### src/rtl/fetch_unit.sv
// Instruction fetch stage: owns the PC, fetches one word per req/ack handshake,
// and holds the latched instruction for decode until it is accepted or redirected.
module fetch_unit #(
  parameter logic [31:0] RESET_PC = 32'h0040_0000
) (
  input  logic        clk,
  input  logic        rst_n,
  output logic        imem_req,
  output logic [31:0] imem_addr,
  input  logic        imem_ack,
  input  logic [31:0] imem_rdata,
  output logic        instr_valid,
  input  logic        instr_ready,
  output logic [31:0] instr,
  output logic [15:0] imm16,
  output logic [31:0] pc_out,
  output logic [31:0] pc_plus4,
  input  logic        redirect,
  input  logic [31:0] redirect_pc
);

  typedef enum logic [1:0] {
    S_RESET,
    S_FETCH,
    S_HOLD,
    S_DRAIN
  } state_e;

  state_e      state_q, state_d;
  logic [31:0] pc_q, pc_d;
  logic [31:0] drain_addr_q, drain_addr_d;
  logic [31:0] instr_q, instr_d;
  logic [31:0] pc_out_q, pc_out_d;
  logic [31:0] pc_plus4_q, pc_plus4_d;

  logic [31:0] redir_pc;
  logic [31:0] pc_inc;

  assign redir_pc = redirect_pc & ~32'd3;
  assign pc_inc   = pc_q + 32'd4;

  always_ff @(posedge clk) begin
    if (!rst_n) begin
      state_q      <= S_RESET;
      pc_q         <= RESET_PC;
      drain_addr_q <= '0;
      instr_q      <= '0;
      pc_out_q     <= '0;
      pc_plus4_q   <= '0;
    end else begin
      state_q      <= state_d;
      pc_q         <= pc_d;
      drain_addr_q <= drain_addr_d;
      instr_q      <= instr_d;
      pc_out_q     <= pc_out_d;
      pc_plus4_q   <= pc_plus4_d;
    end
  end

  always_comb begin
    state_d      = state_q;
    pc_d         = pc_q;
    drain_addr_d = drain_addr_q;
    instr_d      = instr_q;
    pc_out_d     = pc_out_q;
    pc_plus4_d   = pc_plus4_q;
    imem_req     = 1'b0;
    imem_addr    = pc_q;
    instr_valid  = 1'b0;

    unique case (state_q)
      S_RESET: begin
        state_d = S_FETCH;
      end

      S_FETCH: begin
        imem_req = 1'b1;
        if (imem_ack) begin
          if (redirect) begin
            pc_d = redir_pc;
          end else begin
            instr_d    = imem_rdata;
            pc_out_d   = pc_q;
            pc_plus4_d = pc_inc;
            pc_d       = pc_inc;
            state_d    = S_HOLD;
          end
        end else if (redirect) begin
          // Outstanding handshake must complete, so remember its address.
          drain_addr_d = pc_q;
          pc_d         = redir_pc;
          state_d      = S_DRAIN;
        end
      end

      S_DRAIN: begin
        imem_req  = 1'b1;
        imem_addr = drain_addr_q;
        if (redirect) begin
          pc_d = redir_pc;
        end
        if (imem_ack) begin
          state_d = S_FETCH;
        end
      end

      S_HOLD: begin
        instr_valid = 1'b1;
        if (redirect) begin
          pc_d    = redir_pc;
          state_d = S_FETCH;
        end else if (instr_ready) begin
          state_d = S_FETCH;
        end
      end

      default: begin
        state_d = S_RESET;
      end
    endcase
  end

  assign instr    = instr_q;
  assign imm16    = instr_q[15:0];
  assign pc_out   = pc_out_q;
  assign pc_plus4 = pc_plus4_q;

endmodule

### config.mk
export PLATFORM = sky130hd
export DESIGN_NAME = fetch_unit
export DESIGN_NICKNAME = d
export VERILOG_FILES = /design/src/rtl/fetch_unit.sv
export SDC_FILE = /design/constraint.sdc
export NUM_CORES = 1
export LEC_CHECK = 0
export ABC_AREA = 1
export CELL_PAD_IN_SITES_DETAIL_PLACEMENT = 1
export CELL_PAD_IN_SITES_GLOBAL_PLACEMENT = 1
export CORE_AREA = 2 2 145 147
export CTS_BUF_LIST = sky130_fd_sc_hd__clkbuf_8
export CTS_CLUSTER_DIAMETER = 150
export DETAILED_ROUTE_END_ITERATION = 12
export DIE_AREA = 0 0 147 149
export PLACE_DENSITY_LB_ADDON = 0.25
export SLEW_MARGIN = 15
export SYNTH_ARGS = -nofsm -noshare
export SYNTH_HDL_FRONTEND = slang
export SYNTH_SLANG_ARGS = --single-unit
### constraint.sdc
create_clock -name clk -period 2.84 [get_ports clk]
set_input_delay 0.426 -clock clk [delete_from_list [all_inputs] [get_ports clk]]
set_output_delay 0.426 -clock clk [all_outputs]
set_load 0.005 [all_outputs]
==> flow_summary.json, run 1 <==
{
  "status": "finished, final reports clean",
  "diodes": 0,
  "synth_cell_types": 44,
  "synth_area_leaders": "dfxtp_1 43%, nor2_1 10%, o21ai_0 8.6%",
  "hold_viol": 0,
  "syn_area_sq_um": 7420,
  "required_ns": 2.41,
  "rsz0062_at_grt": "false",
  "crit_type": "flop to output pin",
  "syn_inst": 1047,
  "cts_tree": "built",
  "leakage_nw": 4.02,
  "final_cell_mix": "211 x clkdlybuf4s50_1, 202 x nor2_1, 161 x nand2_1",
  "grt_pass1_vias": 7401,
  "area_growth_pct": 35.5,
  "hold_path.class": "primary input to flop",
  "core_area_sq_um": 20600,
  "clock_skew_ns": 0.0120,
  "first_pass_iters": 5,
  "synth.top_cell.area_share": 0.432,
  "synth-seq-cells": 160,
  "synth_nets": 1117,
  "fin_nets": 1285,
  "crit_path_end_kind": "output pin",
  "fillerInstances": 2631,
  "cts_max_level": 4,
  "synth_edf_count": 0,
  "final_max_slew_viol_count": 0,
  "cp-start-kind": "flop",
  "period_minus_slack_ns": 2.66,
  "routed_wl_mm": 26.4,
  "critical-path-max-stage-delay_ns": 0.59,
  "ant_nets": 0,
  "cts.clk_slew.worst_paths_ns": 0.09,
  "gp_congestion": 0.929,
  "synth_top_area_cell": "dfxtp_1",
  "tns_ns": 0,
  "first_iter_violations": 376,
  "ctsHoldBuffers": 0,
  "tightest_slew_ns": 0.722,
  "grt_max_degree": 85,
  "cp.arrival_ns": 2.23,
  "antenna_found_initial": 0,
  "yosysWarnings": 0,
  "die_x_um": 147,
  "cts_made_buffers": 17,
  "post_cts_resized": 0,
  "num_io_pins": 215,
  "ir_drop_uv": 302,
  "wire_per_inst_um": 17.6,
  "die_area_sq_um": 21900,
  "path_max_fanout": 60,
  "crit_chain": "nand2_2 > buf_12 > a21oi_1 > clkdlybuf4s50_1",
  "vias": 7583,
  "die_y_um": 149,
  "grt_usage": 0.241,
  "clk_path_buf_depth": 2,
  "timing.final.crit_share": 0.935,
  "viasPerCell": 5.05,
  "ys_async_sr_fraction": 0,
  "power.density_nw_per_um2": 529,
  "placementRows": 53,
  "max_freq_mhz": 377,
  "cts.sinks": 160,
  "finalSetupViolations": 0,
  "dp_hpwl_mm": 19.3,
  "post-cts-setup-buffers": 0,
  "cap_violations": 0,
  "cts_root_buf": "clkbuf_8",
  "ys_seq_area_frac": 0.432,
  "layout_commonest_cell": "clkdlybuf4s50_1",
  "avgSynthCellArea_sq_um": 7.08,
  "layout-drive-gt1-share": 0.0758,
  "slew_headroom": 0.518,
  "start_util": 0.361,
  "grt_pass1_wl_mm": 41.4,
  "gr-total-overflow": 0,
  "clock_latency_ns": 0.48,
  "fin_util": 0.489,
  "portBuffers": 212,
  "worst_path_max_delay_cell": "dfxtp_1",
  "drcViolationCount": 0,
  "synthFlopType": "dfxtp_1"
}
report_power, final:
group	total (mW)	switching, mW	internal [mW]
Sequential	2.51	0.131	2.38
Combinational	1.08	0.561	0.519
Clock	1.73	0.969	0.760
cell usage after synthesis (2+ instances only):
master,n
nor2_1,202
nand2_1,162
dfxtp_1,160
o21ai_0,127
a21oi_1,125
inv_1,68
clkbuf_1,31
buf_2,27
buf_4,21
nand3_1,17
xor2_1,16
a211oi_1,10
inv_2,8
nand2_2,7
a221oi_1,6
nor2_4,6
nor2_2,5
mux2_2,4
nand2_4,4
nor3_1,4
o21ai_1,4
a31oi_1,3
nand4_1,3
o211ai_1,3
a22oi_1,2
a2bb2oi_1,2
nor3_2,2
o22ai_1,2
routing by layer:
| metal | global-route usage | vias to the layer above | wire length (um) |
|---|---|---|---|
| met5 | 0 | - | 0 |
| met4 | 0.0596 | 0 | 427 |
| met3 | 0.0505 | 21 | 1240 |
| met2 | 0.408 | 198 | 12600 |
| met1 | 0.316 | 3643 | 12100 |
| li1 | - | 3721 | - |
area by class of cell:
class | instances | area (sq um) | share of cell area
clock buffer | 19 | 262 | 0.0260
clock inverter | 12 | 128 | 0.0127
inverter | 77 | 294 | 0.0293
multi-input combinational | 728 | 3490 | 0.348
sequential | 160 | 3200 | 0.319
tap | 275 | 344 | 0.0342
timing repair buffer | 231 | 2320 | 0.231
metrics by stage:
stage / setup WS, ns / area, sq um / hold slack, ns / total power [mW] / instances
2_1_floorplan: 1.15 / 7420 / 0.460 / 3.05 / 1047
3_5_place_dp: 0.459 / 9660 / 0.471 / 3.64 / 1471
6_report: 0.184 / 10000 / 0.257 / 5.32 / 1502
3_3_place_gp: 0.554 / 9660 / 0.457 / 3.61 / 1471
5_1_grt: 0.107 / 10000 / 0.237 / 5.58 / 1502
4_1_cts: 0.205 / 10000 / 0.242 / 5.35 / 1502
critical path: cells and delay by family, from the launching register on:
family / cells / cell delay, ns
buffers and inverters: 2 / 0.75
DFF: 1 / 0.59
AOI/OAI and AO/OA: 1 / 0.27
and+or+nand+nor: 1 / 0.11
state kept, by name, indices dropped and copies added, names as in the netlist:
signal	count
drain_addr_q	32
instr	32
pc_out	32
pc_q	32
pc_plus4	30
state_q	2
cells by family (layout without fill, tap and decap cells):
family	after synthesis	in the layout	share of synthesized area
simple gates	416	416	0.234
mux	4	4	0.00607
flops	160	160	0.432
fa+ha+maj	1	1	0.00169
buf+inv	159	339	0.0972
compound gates	290	290	0.209
xor+xnor	17	17	0.0201
path summary, 6_finish.rpt:
check,start,to,slack [ns],cells past startpoint
worst max register to register,state_q[0],pc_q[8],0.74,8
worst min register to register,pc_plus4[2],pc_plus4[2],0.49,2
worst max-delay path,state_q[0],imem_addr[10],0.18,4
worst min-delay path,rst_n,pc_out[29],0.26,3
No activity file was read; power rests on OpenSTA's default activity.
==> inputs of run 2 (changes only) <==
--- a/config.mk
+++ b/config.mk
@@ -13,6 +13,7 @@
 export CTS_CLUSTER_DIAMETER = 150
 export DETAILED_ROUTE_END_ITERATION = 12
 export DIE_AREA = 0 0 147 149
+export GPL_TIMING_DRIVEN = 1
 export PLACE_DENSITY_LB_ADDON = 0.25
 export SLEW_MARGIN = 15
 export SYNTH_ARGS = -nofsm -noshare
==> results of run 2 <==
No change in the layout: final DEF, timing and power equal those of run 1.
==> inputs of run 3 (changes only) <==
--- a/config.mk
+++ b/config.mk
@@ -8,11 +8,11 @@
 export ABC_AREA = 1
 export CELL_PAD_IN_SITES_DETAIL_PLACEMENT = 1
 export CELL_PAD_IN_SITES_GLOBAL_PLACEMENT = 1
-export CORE_AREA = 2 2 145 147
+export CORE_AREA = 5 5 148 150
 export CTS_BUF_LIST = sky130_fd_sc_hd__clkbuf_8
 export CTS_CLUSTER_DIAMETER = 150
 export DETAILED_ROUTE_END_ITERATION = 12
-export DIE_AREA = 0 0 147 149
+export DIE_AREA = 0 0 153 155
 export GPL_TIMING_DRIVEN = 1
 export PLACE_DENSITY_LB_ADDON = 0.25
 export SLEW_MARGIN = 15
==> flow_summary.json, run 3 (synthesized netlist as in run 1, its figures left out) <==
{
  "cts_tree": "built",
  "timing.rr.start": "state_q[0]",
  "hold_depth": 3,
  "first_iter_violations": 396,
  "vias": 7597,
  "crit_path_end_kind": "output pin",
  "hold_viol": 0,
  "grtUsageMet1": 0.287,
  "dp_hpwl_mm": 19.9,
  "fin_util": 0.489,
  "finalSetupViolations": 0,
  "die_area_sq_um": 23700,
  "cts_root_buf": "clkbuf_8",
  "viasPerCell": 5.05,
  "multi_input_area_sq_um": 3490,
  "tns_ns": 0,
  "clk_path_buf_depth": 2,
  "r2r-end": "pc_q[9]",
  "timing.final.crit_share": 0.921,
  "first_pass_iters": 6,
  "cp.arrival_ns": 2.19,
  "hold_slack_ns": 0.410,
  "grt_pass1_wl_mm": 42.6,
  "portBuffers": 212,
  "seqCellArea_sq_um": 3200,
  "fin_nets": 1284,
  "stdcell_area_sq_um": 10000,
  "post_cts_resized": 0,
  "fin_ws_ns": 0.224,
  "report.power.total_mw": 5.35,
  "dp_cells": 1470,
  "fin_cells": 1503,
  "post-cts-setup-buffers": 0,
  "place_ws_ns": 0.526,
  "cts_made_buffers": 17,
  "max_freq_mhz": 382,
  "period_minus_slack_ns": 2.62,
  "use_met2": 0.382,
  "start_util": 0.361,
  "num_io_pins": 215,
  "grt_pass1_vias": 7530,
  "ir_drop_uv": 264,
  "crit_chain": "nand2_2 > buf_12 > mux2_2 > clkdlybuf4s50_1",
  "clock_skew_ns": 0.0125,
  "worst_path_max_delay_cell": "dfxtp_1",
  "placementRows": 53,
  "hold_path.class": "primary input to flop",
  "tightest_slew_ns": 0.590,
  "cts_max_level": 4,
  "area_growth_pct": 35.5,
  "antenna_found_initial": 1,
  "path_max_fanout": 60,
  "wire_per_inst_um": 18.3,
  "power.density_nw_per_um2": 533,
  "rr_worst_depth": 8,
  "die_x_um": 153,
  "startpoint": "state_q[0]",
  "cp.depth": 4,
  "gp_congestion": 0.939,
  "cp-endpoint": "imem_addr[6]",
  "crit_family": "buffers and inverters",
  "die_y_um": 155,
  "dpl-instance-area_sq_um": 9640,
  "grt_usage": 0.225,
  "gr-total-overflow": 0,
  "slew_headroom": 0.607,
  "cap_violations": 0,
  "cp-start-kind": "flop",
  "rsz0062_at_grt": "false",
  "ctsHoldBuffers": 0,
  "drcViolationCount": 0,
  "final_max_slew_viol_count": 0,
  "required_ns": 2.41,
  "critical-path-max-stage-delay_ns": 0.58,
  "clock_latency_ns": 0.46,
  "grt_max_degree": 96,
  "grt.busiest_layer": "met2",
  "cts.clk_slew.worst_paths_ns": 0.10,
  "leakage_nw": 4.02,
  "routed_wl_mm": 27.5,
  "core_area_sq_um": 20600,
  "r2r_slack_ns": 0.69,
  "ant_nets": 0,
  "layout-drive-gt1-share": 0.0758,
  "crit_type": "flop to output pin",
  "layout_commonest_cell": "clkdlybuf4s50_1",
  "cts.sinks": 160,
  "path_buf_inv": 2,
  "fillerInstances": 2538,
  "status": "finished, final reports clean",
  "grt_util_met3": 0.0484,
  "final_cell_mix": "211 x clkdlybuf4s50_1, 202 x nor2_1, 161 x nand2_1"
}
run 3: final cells by class:
cell class / count / area share
multi-input cells: 728 / 0.348
flip-flops and latches: 160 / 0.319
repair buffers: 230 / 0.229
well taps: 275 / 0.0342
inverters: 77 / 0.0293
clock buffers: 19 / 0.0260
clock inverters: 13 / 0.0144
diodes: 1 / 0.000249
run 3: power by group:
part	internal, mW	switching, mW	leakage, nW	total (mW)
clock	0.777	0.981	0.206	1.76
sequential	2.38	0.126	1.31	2.51
combinational	0.519	0.572	2.51	1.09
total	3.68	1.68	4.02	5.35
run 3: worst register-to-register path: stages (launching register included):
cell	delay, ns
dfxtp_1	0.44
nor2_4	0.42
inv_1	0.40
nand2_2	0.23
inv_2	0.15
nand2_1	0.08
o21ai_0	0.11
nor2_1	0.15
nor2_1	0.05
run 3: worst min-delay path by stage:
stage | slack, ns | end | startpoint
6_report | 0.41 | instr[3] | rst_n
3_5_place_dp | 0.46 | pc_plus4[2] | pc_plus4[2]
2_1_floorplan | 0.46 | pc_plus4[2] | pc_plus4[2]
4_1_cts | 0.37 | instr[7] | rst_n
3_3_place_gp | 0.46 | pc_plus4[2] | pc_plus4[2]
5_1_grt | 0.40 | instr[7] | rst_n
run 3: metal layers:
layer / routed length, um / vias up
met5: 0 / -
met4: 515 / 0
met3: 1660 / 28
met2: 13100 / 236
met1: 12200 / 3614
li1: - / 3719
